[config.mk]
export PLATFORM = sky130hd
export DESIGN_NAME = linkc_tx_flat
export DESIGN_NICKNAME = d
export VERILOG_FILES = /design/src/rtl/linkc_tx_if.sv /design/src/rtl/linkc_tx.sv /design/src/flat_wrapper.sv
export SDC_FILE = /design/constraint.sdc
export NUM_CORES = 1
export LEC_CHECK = 0
export ABC_AREA = 1
export BUFFER_PORTS_ARGS = -buffer_cell sky130_fd_sc_hd__buf_4
export CORE_MARGIN = 4
export CORE_UTILIZATION = 50
export CTS_BUF_LIST = sky130_fd_sc_hd__clkbuf_4 sky130_fd_sc_hd__clkbuf_8
export DETAILED_ROUTE_END_ITERATION = 12
export PLACE_DENSITY = 0.81
export SYNTH_ARGS = -nofsm -noshare
export SYNTH_HDL_FRONTEND = slang
export SYNTH_SLANG_ARGS = --single-unit
[constraint.sdc]
create_clock -name clk -period 3.8 [get_ports clk]
set_clock_uncertainty 0.1 [all_clocks]
set_input_delay 0.19 -clock clk [delete_from_list [all_inputs] [get_ports clk]]
set_output_delay 0.19 -clock clk [all_outputs]
set_load 0.01 [all_outputs]
[src/rtl/linkc_tx_if.sv]
// linkc_tx_if: flit-link bundle between the NI packetiser, the link
// controller and the router local input port.
//
// Signals
//   data_in        packetiser -> controller flit
//   data_in_valid  single-cycle strobe, one flit per high cycle
//   link_status    controller -> packetiser, 1 = a flit may be launched next cycle
//   flit_out       controller -> router flit
//   flit_out_valid one flit per high cycle
//   credit_in      router -> controller, one pulse per freed buffer slot
//
// Handshake: there is no per-flit ready. The packetiser only launches a flit
// (data_in_valid=1 for one cycle) when it sampled link_status=1; the router
// accepts every flit_out_valid cycle because a credit was consumed for it;
// every credit_in pulse returns exactly one router buffer slot.
//
// Modports
//   master : the link controller (drives link_status and the router side)
//   slave  : the environment (packetiser + router)
interface linkc_tx_if #(
  parameter int FLIT_W = 34
);
  logic [FLIT_W-1:0] data_in;
  logic              data_in_valid;
  logic              link_status;
  logic [FLIT_W-1:0] flit_out;
  logic              flit_out_valid;
  logic              credit_in;

  modport master (
    input  data_in, data_in_valid, credit_in,
    output link_status, flit_out, flit_out_valid
  );

  modport slave (
    output data_in, data_in_valid, credit_in,
    input  link_status, flit_out, flit_out_valid
  );
endinterface

[src/rtl/linkc_tx.sv]
// linkc_tx: network-side link controller. Buffers packetiser flits in a small
// FIFO and forwards them to the router local input under credit-based flow
// control (one credit = one free router buffer slot).
//
// Ports
//   clk            rising-edge clock
//   rst            asynchronous active-low reset
//   bus            linkc_tx_if.master (packetiser and router links)
//   overflow_err   sticky: flit arrived while the FIFO was full
//   credit_err     sticky: credit returned while the counter was at CREDITS
//   flits_sent     count of forwarded flits, wraps 0xFFFF -> 0
//   dbg_state      FSM state (0 RESET, 1 IDLE, 2 ACTIVE)
//   dbg_credit_cnt current credit count
//   dbg_occupancy  current FIFO occupancy
module linkc_tx #(
  parameter int FLIT_W     = 34,
  parameter int FIFO_DEPTH = 4,
  parameter int CREDITS    = 4,
  localparam int PTR_W     = $clog2(FIFO_DEPTH),
  localparam int OCC_W     = $clog2(FIFO_DEPTH + 1),
  localparam int CNT_W     = $clog2(CREDITS + 1)
) (
  input  logic             clk,
  input  logic             rst,
  linkc_tx_if.master       bus,
  output logic             overflow_err,
  output logic             credit_err,
  output logic [15:0]      flits_sent,
  output logic [1:0]       dbg_state,
  output logic [CNT_W-1:0] dbg_credit_cnt,
  output logic [OCC_W-1:0] dbg_occupancy
);

  localparam logic [OCC_W-1:0] OCC_FULL = OCC_W'(FIFO_DEPTH);
  // Status stays high only while two slots are free, so a flit launched in
  // the same cycle status falls still finds room.
  localparam logic [OCC_W-1:0] OCC_LINK = OCC_W'(FIFO_DEPTH - 2);
  localparam logic [CNT_W-1:0] CRED_MAX = CNT_W'(CREDITS);

  typedef enum logic [1:0] {
    ST_RESET  = 2'd0,
    ST_IDLE   = 2'd1,
    ST_ACTIVE = 2'd2
  } state_t;

  state_t state, state_nxt;

  logic [FLIT_W-1:0] mem [FIFO_DEPTH];
  logic [PTR_W-1:0]  wr_ptr, rd_ptr;
  logic [OCC_W-1:0]  occ, occ_nxt;
  logic [CNT_W-1:0]  credit_cnt;
  logic [FLIT_W-1:0] flit_q;
  logic              flit_valid_q;
  logic              link_q, link_nxt;
  logic              ovf_q, cerr_q;
  logic [15:0]       sent_q;

  logic do_write, do_send, drop, credit_inc, credit_sat;

  // Next-state and datapath control. Everything is decided from registered
  // (pre-edge) state, so "full" for a write ignores a pop in the same cycle.
  always_comb begin
    state_nxt  = state;
    do_write   = 1'b0;
    do_send    = 1'b0;
    drop       = 1'b0;
    credit_inc = 1'b0;
    credit_sat = 1'b0;
    occ_nxt    = occ;
    link_nxt   = 1'b0;
    case (state)
      ST_RESET: begin
        // One settling cycle after reset release: no traffic, status low.
        state_nxt = ST_IDLE;
      end
      ST_IDLE, ST_ACTIVE: begin
        do_send    = (state == ST_ACTIVE) && (occ != '0) && (credit_cnt != '0);
        do_write   = bus.data_in_valid && (occ != OCC_FULL);
        drop       = bus.data_in_valid && (occ == OCC_FULL);
        // A credit arriving with a send cancels out; otherwise it refills,
        // saturating at CREDITS and flagging the excess.
        credit_inc = bus.credit_in && !do_send && (credit_cnt != CRED_MAX);
        credit_sat = bus.credit_in && !do_send && (credit_cnt == CRED_MAX);
        case ({do_write, do_send})
          2'b10:   occ_nxt = occ + 1'b1;
          2'b01:   occ_nxt = occ - 1'b1;
          default: occ_nxt = occ;
        endcase
        link_nxt  = (occ_nxt <= OCC_LINK);
        state_nxt = (occ_nxt == '0) ? ST_IDLE : ST_ACTIVE;
      end
      default: state_nxt = ST_RESET;
    endcase
  end

  always_ff @(posedge clk or negedge rst) begin
    if (!rst) state <= ST_RESET;
    else      state <= state_nxt;
  end

  always_ff @(posedge clk or negedge rst) begin
    if (!rst) begin
      wr_ptr       <= '0;
      rd_ptr       <= '0;
      occ          <= '0;
      credit_cnt   <= CRED_MAX;
      flit_q       <= '0;
      flit_valid_q <= 1'b0;
      link_q       <= 1'b0;
      ovf_q        <= 1'b0;
      cerr_q       <= 1'b0;
      sent_q       <= '0;
    end else begin
      flit_valid_q <= do_send;
      occ          <= occ_nxt;
      link_q       <= link_nxt;
      if (do_send) begin
        flit_q <= mem[rd_ptr];
        rd_ptr <= rd_ptr + 1'b1;
        sent_q <= sent_q + 16'd1;
      end
      if (do_write) wr_ptr <= wr_ptr + 1'b1;
      if (drop) ovf_q <= 1'b1;
      if (do_send && !bus.credit_in) credit_cnt <= credit_cnt - 1'b1;
      else if (credit_inc)           credit_cnt <= credit_cnt + 1'b1;
      if (credit_sat) cerr_q <= 1'b1;
    end
  end

  // Storage needs no reset: occupancy and pointers define what is valid.
  always_ff @(posedge clk) begin
    if (do_write) mem[wr_ptr] <= bus.data_in;
  end

  assign bus.flit_out       = flit_q;
  assign bus.flit_out_valid = flit_valid_q;
  assign bus.link_status    = link_q;
  assign overflow_err       = ovf_q;
  assign credit_err         = cerr_q;
  assign flits_sent         = sent_q;
  assign dbg_state          = state;
  assign dbg_credit_cnt     = credit_cnt;
  assign dbg_occupancy      = occ;

endmodule

[src/flat_wrapper.sv]
// flat-port wrapper written by rule: the top's interface ports become plain ports
module linkc_tx_flat 
#(
  parameter int FLIT_W     = 34,
  parameter int FIFO_DEPTH = 4,
  parameter int CREDITS    = 4,
  localparam int PTR_W     = $clog2(FIFO_DEPTH),
  localparam int OCC_W     = $clog2(FIFO_DEPTH + 1),
  localparam int CNT_W     = $clog2(CREDITS + 1)
)
  (clk, rst, overflow_err, credit_err, flits_sent, dbg_state, dbg_credit_cnt, dbg_occupancy, bus_data_in, bus_data_in_valid, bus_credit_in, bus_link_status, bus_flit_out, bus_flit_out_valid);
  linkc_tx_if #(.FLIT_W(FLIT_W)) bus_i ();
  input  logic clk;
  input  logic rst;
  output logic overflow_err;
  output logic credit_err;
  output logic [15:0] flits_sent;
  output logic [1:0] dbg_state;
  output logic [CNT_W-1:0] dbg_credit_cnt;
  output logic [OCC_W-1:0] dbg_occupancy;
  input wire logic [$bits(bus_i.data_in)-1:0] bus_data_in;
  input wire logic [$bits(bus_i.data_in_valid)-1:0] bus_data_in_valid;
  input wire logic [$bits(bus_i.credit_in)-1:0] bus_credit_in;
  output wire logic [$bits(bus_i.link_status)-1:0] bus_link_status;
  output wire logic [$bits(bus_i.flit_out)-1:0] bus_flit_out;
  output wire logic [$bits(bus_i.flit_out_valid)-1:0] bus_flit_out_valid;
  assign bus_i.data_in = bus_data_in;
  assign bus_i.data_in_valid = bus_data_in_valid;
  assign bus_i.credit_in = bus_credit_in;
  assign bus_link_status = bus_i.link_status;
  assign bus_flit_out = bus_i.flit_out;
  assign bus_flit_out_valid = bus_i.flit_out_valid;
  linkc_tx #(.FLIT_W(FLIT_W), .FIFO_DEPTH(FIFO_DEPTH), .CREDITS(CREDITS)) u_core (.clk(clk), .rst(rst), .bus(bus_i), .overflow_err(overflow_err), .credit_err(credit_err), .flits_sent(flits_sent), .dbg_state(dbg_state), .dbg_credit_cnt(dbg_credit_cnt), .dbg_occupancy(dbg_occupancy));
endmodule
Word level (Yosys, flattened, before mapping) --
Memory sizes are Yosys's and may differ from the RTL's. A register that Yosys moved wholly into a read port is not among the register bits. Cells that the tools add are included.
Word-level totals: memory bits (writable) 136, register bits after elaboration 32, memories 1
Operators by class: add/sub/neg operators 7, eq/ne operators 8, multiplexer cells 14, reduce and logical (&&, ||, !) cells 17, magnitude comparators 1
Memory list:
- u_core.mem | words 4, bits a word 34, rd ports 1, clocked after Yosys merged registers in 1, wr ports 1, line linkc_tx.sv:48 | logic [FLIT_W-1:0] mem [FIFO_DEPTH];
Operators with widths (count):
- $add A16 B1 Y16 const B | 1
- $mux W3 | 3
- $logic_and A1 B1 Y1 | 8
- $mux W1 | 8
- $add A3 B1 Y3 const B | 2
- $eq A3 B3 Y1 const B | 2
- $ne A3 B3 Y1 const B | 2
- $pmux W3 S2 | 1
- $reduce_bool A3 Y1 | 2
- $sub A3 B1 Y3 const B | 2
- $add A2 B1 Y2 const B | 2
- $eq A2 B1 Y1 const B | 2
- $eq A2 B2 Y1 const B | 2
- $pmux W2 S2 | 1
- $le A3 B2 Y1 const B | 1
- $logic_not A1 Y1 | 3
- $logic_not A3 Y1 | 1
- $logic_not A2 Y1 | 1
- $mux W2 | 1
- $reduce_bool A2 Y1 | 1
- $reduce_or A2 Y1 | 1

Logic depth before layout (Yosys ltp) --
Gate-level depths: netlist of the first run.
word-level depth 9, mapped depth 15

Worst setup path before layout of the first run --
No wires, ideal clock.
kind reg2reg, start register u_core.state[0], in the netlist u_core.dbg_state[0], end memory u_core.mem[0][0] (enable), setup time 425 ps, path slack 501 ps, arrival time 2774 ps, stages on the path, launching flop included 6, cells stage by stage dfrtp_1 inv_1 ha_1 clkbuf_1 nand3_1 nor2_1
On the way: cells in the longest elaborated chain, start to end 5
RTL lines:
- from (decl) | line linkc_tx.sv:46 | state_t state, state_nxt;
- from (signal assigned) | line linkc_tx.sv:98 | else state <= state_nxt;
- $eq A2 B1 Y1 / $eq A2 B2 Y1 (equally long branches) | line linkc_tx.sv:71 | case (state)
- $reduce_or A2 Y1 * | line linkc_tx.sv:71
- $mux W1 * | line linkc_tx.sv:71
- $mux W1 * | line linkc_tx.sv:132 | if (do_write) mem[wr_ptr] <= bus.data_in;
- $mux W1 (implied by the code) * | line linkc_tx.sv:132
- to (decl) | line linkc_tx.sv:48
Mark *: on every way between the ends. The rest lies on a longest branch, timed or not.

==> run_results.csv, run 1 <==
group,metric,value,unit
routing,ant_nets,0,
cts,numCtsBuffers,34,
flow_run,cap_violations,0,
yosys,yosysWarnings,0,
worst_setup_path,crit_type,"reg -> reg",
power_and_ir_drop,p_seq_frac,0.424,
final_layout,final_area,10020,um^2
routing,wire_per_inst,15.73,um
timing,drv_slew,0,
timing,rsz0062_at_grt,"no",
place,place.gp.congestion,0.7993,
worst_setup_path,cp_cell_sequence,"clkinv_1, nor2_1, o21ai_0, a31oi_1",
floorplanning,die_area,18110,um^2
place,dp.cells,972,
yosys,ys_seq_area_frac,0.7161,
power_and_ir_drop,swShare,0.3513,
worst_setup_path,cp_num_buf_inv,1,
cts,h-tree-depth,2,
worst_hold_path,hp-class,"in -> async",
power_and_ir_drop,switchingPower,2.703,mW
power_and_ir_drop,clkPwrFrac,0.246,
cts,cts_tree,"built",
worst_setup_path,crit_arrival,3300,ps
worst_setup_path,max_stage_delay,1190,ps
timing,period_needed,2985,ps
yosys,synthTopCellsByArea,"edfxtp_1 51%, dfrtp_1 20%, nor2_1 8.9%",
final_layout,drive_above_1_share,0.2127,
grt,gr-total-overflow,0,
worst_setup_path,critPathMaxFanout,36,
floorplanning,die_y,134.6,um
timing,max_freq,335.0,MHz
cts,post-cts-setup-buffer-count,0,
timing,setup_viol,0,
final_layout,finalNonFillerCells,1067,
cts,clock_latency,520,ps
worst_setup_path,worstRegToRegCells,4,
final_layout,post-route-util,0.6356,
grt,grt_pass1_wl,26340,um
power_and_ir_drop,leakagePower,3.957,nW
final_layout,nets,878,
worst_setup_path,critPathTopFamily,"buffers and inverters",
grt,first_global_vias,5174,
cts,root_buffer,"clkbuf_8",
place,placedInstanceArea,8977,um^2
routing,drc,0,
routing,via_count,5401,
grt,grt_max_degree,70,
timing,tns,0,ps
routing,via_per_inst,5.062,
cts,hold_buffers,37,
place,port-buffer-count,99,
yosys,syn-num-nets,729,
power_and_ir_drop,power_frac_comb,0.330,
yosys,synth_cell_types,30,
final_layout,area_growth,25.11,%
routing,dr.pass1.iters,4,
floorplanning,initial_utilization,0.5080,
status,status,"completed",
yosys,syn_area_per_cell,11.78,um^2
floorplanning,coreArea,15770,um^2
worst_setup_path,r2r-start,"u_core.rd_ptr[1]",
worst_setup_path,crit_required,4110,ps
place,dpl.hpwl,9722,um
worst_setup_path,r2r_slack,810,ps
routing,drt_iter0_markers,373,
yosys,netlist_area,8011,um^2
timing,worstMarginPinSlew,1219,ps
yosys,netlist.area_leader.share,0.5098,
timing,finalHoldViolCount,0,
cts,clk_pin_slew_worst_paths,60,ps
cts,cts_max_path_buffers,3,
grt,antenna_found_initial,0,
power_and_ir_drop,peakVddDrop,0.4424,mV
floorplanning,die_w,134.6,um
floorplanning,rows,46,
grt,grt_usage,0.1849,
floorplanning,io_pins,100,
cts,ctsResizeCount,0,
worst_setup_path,critPathSlowestCell,"clkinv_1",
timing,fin_crit_sh,0.7856,
final_layout,fillers,1212,
power_and_ir_drop,p_int,4.992,mW
yosys,synth_cells,680,
timing,slew_headroom,0.1824,
power_and_ir_drop,powerDensity,767.7,nW/um^2
yosys,synth_top_cell_by_area,"edfxtp_1",
worst_setup_path,path_depth,4,
cts,clock-sinks,202,
yosys,synth-seq-cells,202,
worst_setup_path,cp-start-kind,"register",
routing,wirelength,16780,um
worst_setup_path,rr_endpoint,"u_core.bus.flit_out[6]",
worst_setup_path,setup.worst_path.end_class,"register",
final_layout,antennaDiodeCount,0,
==> sequential cells by signal, indices dropped and copies added (netlist names) <==
name,flops
u_core.dbg_occupancy,3
u_core.bus.link_status,1
u_core.wr_ptr,2
u_core.credit_err,1
u_core.mem,136
u_core.rd_ptr,2
u_core.dbg_credit_cnt,3
u_core.bus.flit_out_valid,1
u_core.bus.flit_out,34
u_core.dbg_state,2
u_core.overflow_err,1
u_core.flits_sent,16
==> stage by stage <==
| step | total power [mW] | setup WS, ps | hold slack, ps |
|---|---|---|---|
| after global placement | 5.742 | 877.8 | 282.3 |
| after global routing | 8.248 | 466.2 | 289.3 |
| final | 7.695 | 814.7 | 229.7 |
| after CTS | 7.781 | 745.2 | 264.3 |
| after floorplan | 4.856 | 501.2 | -205.6 |
| after detailed placement | 5.838 | 777.9 | 282.8 |
==> worst max-delay path by stage <==
stage,startpoint,slack [ps],to
after floorplan,u_core.dbg_state[0],500,u_core.mem[0][0]
after global placement,u_core.rd_ptr[1],880,u_core.bus.flit_out[29]
after detailed placement,u_core.rd_ptr[1],780,u_core.bus.flit_out[29]
after CTS,u_core.rd_ptr[1],750,u_core.bus.flit_out[6]
after global routing,u_core.rd_ptr[1],470,u_core.bus.flit_out[7]
final,u_core.rd_ptr[1],810,u_core.bus.flit_out[6]
==> placed cells by master, fill, tap and decap left out <==
cell type      netlist  final
ha_1                 9      9
a21oi_1              4      4
buf_4                3    107
xor2_1              10     10
xnor2_1              6      6
edfxtp_1           136    136
nor2_4               2      6
clkbuf_8             0     39
inv_6                0      2
nor2_1             190    186
nand3_1             14     14
clkbuf_4             0     15
dlygate4sd3_1        0     37
nand2_1             47     47
clkinv_1             1      2
fa_1                 2      2
o21bai_1             1      1
a211oi_1             1      1
a31oi_1             34     34
o21ai_0             73     73
nand4_1              4      4
clkinv_2             0      1
a31o_2               1      1
inv_1               34     34
o21ai_1              1      1
dfrtp_2              0      2
dfrtp_1             65     63
nand3_2              2      2
dfstp_2              1      1
o21a_1               1      1
nor3_1               5      5
nand2_2              1      1
inv_2                3      3
nor2_2               1      1
==> cell type report <==
| cell class | count | area (um^2) | area share |
|---|---|---|---|
| Clock buffer | 54 | 649.4 | 0.06479 |
| Clock inverter | 4 | 26.28 | 0.002621 |
| Timing Repair Buffer | 144 | 1174 | 0.1171 |
| Multi-Input combinational cell | 409 | 2022 | 0.2017 |
| Inverter | 38 | 142.6 | 0.01423 |
| Sequential cell | 202 | 5739 | 0.5726 |
| Tap cell | 216 | 270.3 | 0.02696 |
==> cell usage after synthesis, drive strengths merged <==
cell type and count:
clkbuf 18, nand4 4, inv 37, xnor2 6, nor2 193, nand2 48, edfxtp 136, ha 9
a211oi 1, xor2 10, a21oi 4, dfrtp 65, nor3 5, o21bai 1, a31o 1, dfstp 1
clkinv 1, o21ai 74, fa 2, a31oi 34, nand3 16, buf 13, o21a 1
==> metal layers <==
| layer | routed length (um) | vias up | GRT usage | share of wire |
|---|---|---|---|---|
| met5 | 0 | - | 0 | 0 |
| met4 | 284 | 0 | 0.05656 | 0.017 |
| met3 | 1054 | 26 | 0.04657 | 0.063 |
| met2 | 8226 | 139 | 0.3137 | 0.49 |
| met1 | 7217 | 2610 | 0.2369 | 0.43 |
| li1 | - | 2626 | - | - |
==> power by group through the flow <==
stage	Combinational (mW)	Clock (mW)	Sequential, mW
after floorplan	1.55	0	3.30
after global placement	2.46	0	3.29
after detailed placement	2.54	0	3.30
after CTS	2.58	1.94	3.26
after global routing	2.87	2.06	3.31
final	2.54	1.90	3.26
==> cell families (layout without fill, tap and decap cells) <==
kind of cell               after synthesis  count (layout)  share of synthesized area
AOI/OAI and AO/OA                      116             116                    0.07918
adders and majority gates               11              11                    0.01905
DFF                                    202             202                     0.7161
xor gates and xnor gates                16              16                    0.01749
and+or+nand+nor                        266             266                     0.1329
buffers and inverters                   69             240                    0.03529
(Power assumes the default switching activity.)
==> run 2, diff against run 1 <==
--- a/config.mk
+++ b/config.mk
@@ -5,7 +5,7 @@
 export SDC_FILE = /design/constraint.sdc
 export NUM_CORES = 1
 export LEC_CHECK = 0
-export ABC_AREA = 1
+export ABC_AREA = 0
 export BUFFER_PORTS_ARGS = -buffer_cell sky130_fd_sc_hd__buf_4
 export CORE_MARGIN = 4
 export CORE_UTILIZATION = 50
==> constraint.sdc (replaced) <==
create_clock -name clk -period 3.1 [get_ports clk]
set_clock_uncertainty 0.1 [all_clocks]
set_input_delay 0.155 -clock clk [delete_from_list [all_inputs] [get_ports clk]]
set_output_delay 0.155 -clock clk [all_outputs]
set_load 0.01 [all_outputs]
==> run 2 against run 1 <==
First-iteration DRC count shrank 19%. Cell count fell by 24%. Worst hold slack worse by 62 ps. Highest routed layer unchanged. Synthesized area shrank 0.31%. Critical path depth increased by 2. Die area is 0.29% lower. Global-route usage is 1.4 points lower. Register-to-register slack got worse by 370 ps. Clock power rose by 19%. Flip-flop and latch count stayed put. Maximum frequency rose by 12%.
==> run_results.csv, run 2 <==
group,metric,value,unit
worst_setup_path,worstRegToRegCells,6,
grt,grt_pass1_wl,24160,um
floorplanning,coreArea,15430,um^2
grt,gr-total-overflow,0,
worst_setup_path,crit_type,"reg -> reg",
cts,post-cts-setup-buffer-count,0,
worst_setup_path,r2r_slack,440,ps
final_layout,drive_above_1_share,0.3957,
yosys,yosysMostFrequentCell,"edfxtp_1",
routing,drt_iter0_markers,302,
yosys,muxShareOfSynthArea,0.1604,
cts,clock-sinks,202,
worst_setup_path,cp-start-kind,"register",
final_layout,ff_latch_area,5739,um^2
grt,first_global_vias,4538,
routing,via_per_inst,5.273,
final_layout,antennaDiodeCount,0,
final_layout,nets,623,
cts,cts_tree,"built",
status,status,"completed",
final_layout,multi_input_area,2101,um^2
place,place.gp.congestion,0.7991,
timing,slew_headroom,0.4274,
worst_setup_path,crit_arrival,2810,ps
worst_setup_path,crit_required,3260,ps
yosys,syn-num-nets,463,
final_layout,regMostFlops,"u_core.mem",
cts,cts_max_path_buffers,3,
yosys,synth_top_cell_by_area,"edfxtp_1",
worst_setup_path,r2r-start,"u_core.dbg_state[1]",
routing,wirelength,15120,um
timing,tns,0,ps
cts,numCtsBuffers,31,
final_layout,layout_common_cells,"136 x edfxtp_1, 101 x buf_4, 63 x dfrtp_1, 37 x dlygate4sd3_1, 35 x clkbuf_8",
final_layout,fillers,1025,
cts,h-tree-depth,1,
worst_setup_path,critPathMaxFanout,22,
yosys,syn_area_per_cell,19.29,um^2
yosys,synth_ff_type,"edfxtp_1",
power_and_ir_drop,leakagePower,3.899,nW
cts,clk_pin_slew_worst_paths,70,ps
worst_setup_path,setup.worst_path.end_class,"register",
yosys,synth_cell_types,45,
yosys,netlist.area_leader.share,0.5114,
yosys,synth_cells,414,
yosys,ys_seq_area_frac,0.7183,
timing,setup_viol,0,
grt,antenna_found_initial,0,
floorplanning,rows,45,
timing,finalHoldViolCount,0,
power_and_ir_drop,peakVddDrop,0.6216,mV
yosys,synthSimpleGateAreaFrac,0.03870,
timing,fin_crit_sh,0.8567,
floorplanning,die_w,134.4,um
timing,max_freq,376.5,MHz
yosys,synth_common_cells,"136 x edfxtp_1, 65 x dfrtp_1, 34 x mux4_2, 30 x mux2_4, 16 x xnor2_1",
routing,drc,0,
yosys,synth-edff-count,136,
power_and_ir_drop,powerDensity,936.6,nW/um^2
cts,root_buffer,"clkbuf_8",
routing,wire_per_inst,18.66,um
grt,grt_max_degree,67,
yosys,yosys.area_share.xor_xnor,0.02522,
routing,ant_nets,0,
timing,worstMarginPinSlew,858.9,ps
floorplanning,die_area,18060,um^2
yosys,yosysWarnings,0,
yosys,synth_top_family_by_area,"multiplexers",
worst_hold_path,hp-class,"in -> async",
routing,via_count,4271,
yosys,synth-seq-cells,202,
yosys,synthAdderAreaFrac,0.01911,
power_and_ir_drop,p_total,9.418,mW
worst_setup_path,rr_endpoint,"u_core.mem[3][10]",
timing,drv_slew,0,
final_layout,largest_register_ffs,136,
yosys,synth_compound_area_frac,0.01896,
place,port-buffer-count,99,
final_layout,layout_commonest_cell,"edfxtp_1",
grt,grt_usage,0.1707,
floorplanning,io_pins,100,
yosys,netlist_area,7986,um^2
yosys,synthTopCellsByArea,"edfxtp_1 51%, dfrtp_1 20%, mux4_2 9.6%",
timing,rsz0062_at_grt,"no",
flow_run,cap_violations,0,
place,dpl.hpwl,9710,um
final_layout,area_growth,25.91,%
floorplanning,initial_utilization,0.5177,
timing,period_needed,2656,ps
yosys,async_flop_share,0.3267,
cts,clock_latency,560,ps
routing,dr.pass1.iters,4,
floorplanning,die_y,134.4,um
## run 2: worst max-delay path by stage
| stage | start | to | slack, ps | depth (start not counted) |
|---|---|---|---|---|
| final | u_core.dbg_state[1] | u_core.mem[3][10] | 440 | 6 |
| after floorplan | u_core.dbg_state[0] | u_core.mem[0][0] | 280 | 6 |
| after CTS | u_core.dbg_state[1] | u_core.mem[3][10] | 430 | 6 |
| after global routing | u_core.dbg_state[0] | u_core.mem[2][9] | 240 | 6 |
| after detailed placement | u_core.dbg_state[1] | u_core.mem[3][2] | 440 | 6 |
| after global placement | u_core.dbg_state[1] | u_core.mem[2][1] | 540 | 6 |
## run 2: cells by family after synthesis
group / after synthesis
XOR/XNOR: 23
flip-flops: 202
AND/OR/NAND/NOR: 60
AO/OA/AOI/OAI: 20
multiplexers: 70
buffers and inverters: 28
adder cells (fa/ha/maj): 11
## run 2: cell type report
cell class,count,area share
inverters,11,0.004355
flip-flops and latches,202,0.5707
clock inverters,8,0.006470
multi-input cells,184,0.2089
clock buffers,50,0.05910
well taps,211,0.02625
repair buffers,144,0.1242
## run 2: power breakdown
part	switching, mW	internal [mW]	total [mW]
combinational	1.33	1.72	3.05
clock	0.968	1.30	2.26
sequential	0.522	3.58	4.10
total	2.82	6.60	9.42
## run 2: what timing repair did
action / in CTS / in global routing
hold buffers: 37 / 0
endpoints found under the hold margin: 207 / 0
resized for setup: 0 / 0
## run 2: critical path, cell delays in order (launching register included)
cell     delay, ps
dfrtp_1        400
inv_1           60
ha_1           490
nand2_1        120
a21oi_1        440
and2_2         500
buf_12         240
## run 2: routing by layer
layer  vias up  global-route usage  wire (um)  share of wire
met5         -                   0          0              0
met4         0             0.05430        316          0.021
met3        25             0.03263        838          0.055
met2       146              0.2925       7711           0.51
met1      2176              0.2224       6250           0.41
li1       1924                   -          -              -
## run 2: metrics by stage
stage / utilization / hold WS (ps) / area, um^2 / setup slack (ps) / cells
3_3_place_gp: 0.5851 / 220.1 / 9026 / 541.8 / 715
3_5_place_dp: 0.5851 / 233.7 / 9026 / 437.4 / 715
5_1_grt: 0.6518 / 206.6 / 10060 / 239.0 / 810
4_1_cts: 0.6518 / 163.4 / 10060 / 432.0 / 810
6_report: 0.6518 / 167.5 / 10060 / 444.1 / 810
2_1_floorplan: - / -240.6 / 7986 / 280.4 / 414
==> run 3, diff against run 2 <==
--- a/config.mk
+++ b/config.mk
@@ -7,7 +7,6 @@
 export LEC_CHECK = 0
 export ABC_AREA = 0
 export BUFFER_PORTS_ARGS = -buffer_cell sky130_fd_sc_hd__buf_4
-export CORE_MARGIN = 4
 export CORE_UTILIZATION = 50
 export CTS_BUF_LIST = sky130_fd_sc_hd__clkbuf_4 sky130_fd_sc_hd__clkbuf_8
 export DETAILED_ROUTE_END_ITERATION = 12
==> run 3 against run 2 <==
Non-clock buffer count increased by 2. Worst hold slack better by 66 ps. Clock-buffer cell count is 4 higher. Critical path type unchanged.
==> run_results.csv, run 3 (same netlist as run 2, synthesis figures left out) <==
group,metric,value,unit
grt,grt_max_degree,67,
grt,gr-total-overflow,0,
floorplanning,die_area,16480,um^2
routing,drc,0,
routing,via_count,4290,
power_and_ir_drop,switchingPower,2.832,mW
floorplanning,rows,45,
worst_setup_path,max_stage_delay,490,ps
power_and_ir_drop,power_frac_comb,0.318,
grt,first_global_vias,4519,
routing,wirelength,14900,um
routing,wire_per_inst,18.30,um
cts,root_buffer,"clkbuf_8",
cts,clk_pin_slew_worst_paths,60,ps
cts,h-tree-depth,2,
routing,via_per_inst,5.270,
worst_setup_path,cp_num_buf_inv,3,
cts,clock_latency,510,ps
timing,tns,0,ps
floorplanning,io_pins,100,
routing,ant_nets,0,
power_and_ir_drop,p_seq_frac,0.436,
worst_setup_path,path_depth,7,
timing,fin_crit_sh,0.8512,
final_layout,final_area,10050,um^2
worst_setup_path,cp-start-kind,"register",
grt,antenna_found_initial,0,
cts,clock-sinks,202,
timing,rsz0062_at_grt,"no",
final_layout,layout_commonest_cell,"edfxtp_1",
place,dpl.hpwl,8801,um
worst_setup_path,crit_arrival,2910,ps
worst_setup_path,crit_required,3370,ps
cts,cts_max_path_buffers,3,
routing,drt_iter0_markers,192,
final_layout,antennaDiodeCount,0,
final_layout,nets,628,
cts,ctsResizeCount,0,
place,place.gp.congestion,0.7547,
final_layout,area_growth,25.87,%
worst_setup_path,setup.worst_path.end_class,"register",
worst_setup_path,critPathTopFamily,"buffers and inverters",
worst_setup_path,crit_type,"reg -> reg",
floorplanning,coreArea,15370,um^2
timing,drv_slew,0,
grt,grt_usage,0.1920,
power_and_ir_drop,leakagePower,3.910,nW
power_and_ir_drop,powerDensity,940.0,nW/um^2
timing,setup_viol,0,
timing,max_freq,379.0,MHz
floorplanning,initial_utilization,0.5196,
power_and_ir_drop,peakVddDrop,0.5832,mV
grt,grt_pass1_wl,23780,um
floorplanning,die_y,128.4,um
routing,dr.pass1.iters,4,
floorplanning,die_w,128.4,um
status,status,"completed",
worst_setup_path,worstRegToRegCells,7,
final_layout,drive_above_1_share,0.4030,
worst_hold_path,hp-class,"in -> async",
place,placedInstanceArea,9004,um^2
timing,worstMarginPinSlew,941.7,ps
power_and_ir_drop,clkPwrFrac,0.245,
power_and_ir_drop,p_int,6.617,mW
timing,slew_headroom,0.3722,
final_layout,layout_common_cells,"136 x edfxtp_1, 106 x buf_4, 63 x dfrtp_1, 39 x clkbuf_8, 37 x dlygate4sd3_1",
power_and_ir_drop,swShare,0.2997,
timing,hold_ws,233.9,ps
flow_run,cap_violations,0,
cts,cts_tree,"built",
worst_setup_path,critPathSlowestCell,"ha_1",
place,port-buffer-count,99,
final_layout,largest_register_ffs,136,
timing,period_needed,2639,ps
worst_setup_path,cp_cell_sequence,"inv_1, ha_1, o31ai_1, or2_1, inv_4, buf_12, mux2_4",
worst_setup_path,critPathMaxFanout,23,
final_layout,regMostFlops,"u_core.mem",
timing,finalHoldViolCount,0,
cts,numCtsBuffers,34,
-- run 3: cell count changes in the layout (fill, tap and decap cells not counted) --
cell / before / now
buf_4: 101 / 106
clkbuf_8: 35 / 39
buf_12: 6 / 3
clkinv_1: 5 / 3
bufinv_16: 1 / 0
clkinv_2: 1 / 2
clkinvlp_4: 0 / 1
inv_8: 1 / 0
-- run 3: worst paths after layout --
kind                                       start                       to  slack [ps]
min                                          rst  u_core.bus.flit_out[16]         230
min in group clk                 bus_data_in[29]        u_core.mem[2][29]         290
max                          u_core.dbg_state[1]   u_core.bus.flit_out[3]         460
max reg2reg                  u_core.dbg_state[1]   u_core.bus.flit_out[3]         460
min reg2reg                u_core.flits_sent[15]    u_core.flits_sent[15]         370
max in group asynchronous                    rst         u_core.rd_ptr[0]        2060
-- run 3: layout make-up --
class | count | area, um^2
well taps | 211 | 264.0
fillers | 1057 | 5319
inverters | 11 | 43.79
flip-flops and latches | 202 | 5739
clock buffers | 54 | 649.4
clock inverters | 6 | 28.78
repair buffers | 146 | 1226
multi-input cells | 184 | 2101
-- run 3: metal layers --
layer	track usage	vias to the layer above	share of wire
met5	0	-	0
met4	0.05329	0	0.011
met3	0.05198	20	0.060
met2	0.3189	135	0.49
met1	0.2514	2206	0.44
li1	-	1929	-
-- run 3: power groups by stage --
stage	combinational, mW	sequential (mW)	clock, mW
after floorplan	2.00	4.06	0
after global placement	2.91	4.13	0
after detailed placement	3.00	4.17	0
after CTS	3.05	4.13	2.38
after global routing	3.27	4.20	2.50
final	3.01	4.12	2.32
-- run 3: repair_timing --
item / CTS / global route
setup buffers: 0 / 0
hold buffers: 37 / 0
hold endpoints to repair: 206 / 0
-- run 3: metrics by stage --
stage / total power, mW / setup slack, ps / util / instances
2_1_floorplan: 6.051 / 280.4 / - / 414
3_3_place_gp: 7.034 / 571.0 / 0.5858 / 717
3_5_place_dp: 7.171 / 477.0 / 0.5858 / 717
4_1_cts: 9.560 / 473.7 / 0.6540 / 814
5_1_grt: 9.969 / 277.0 / 0.6540 / 814
6_report: 9.449 / 461.2 / 0.6540 / 814
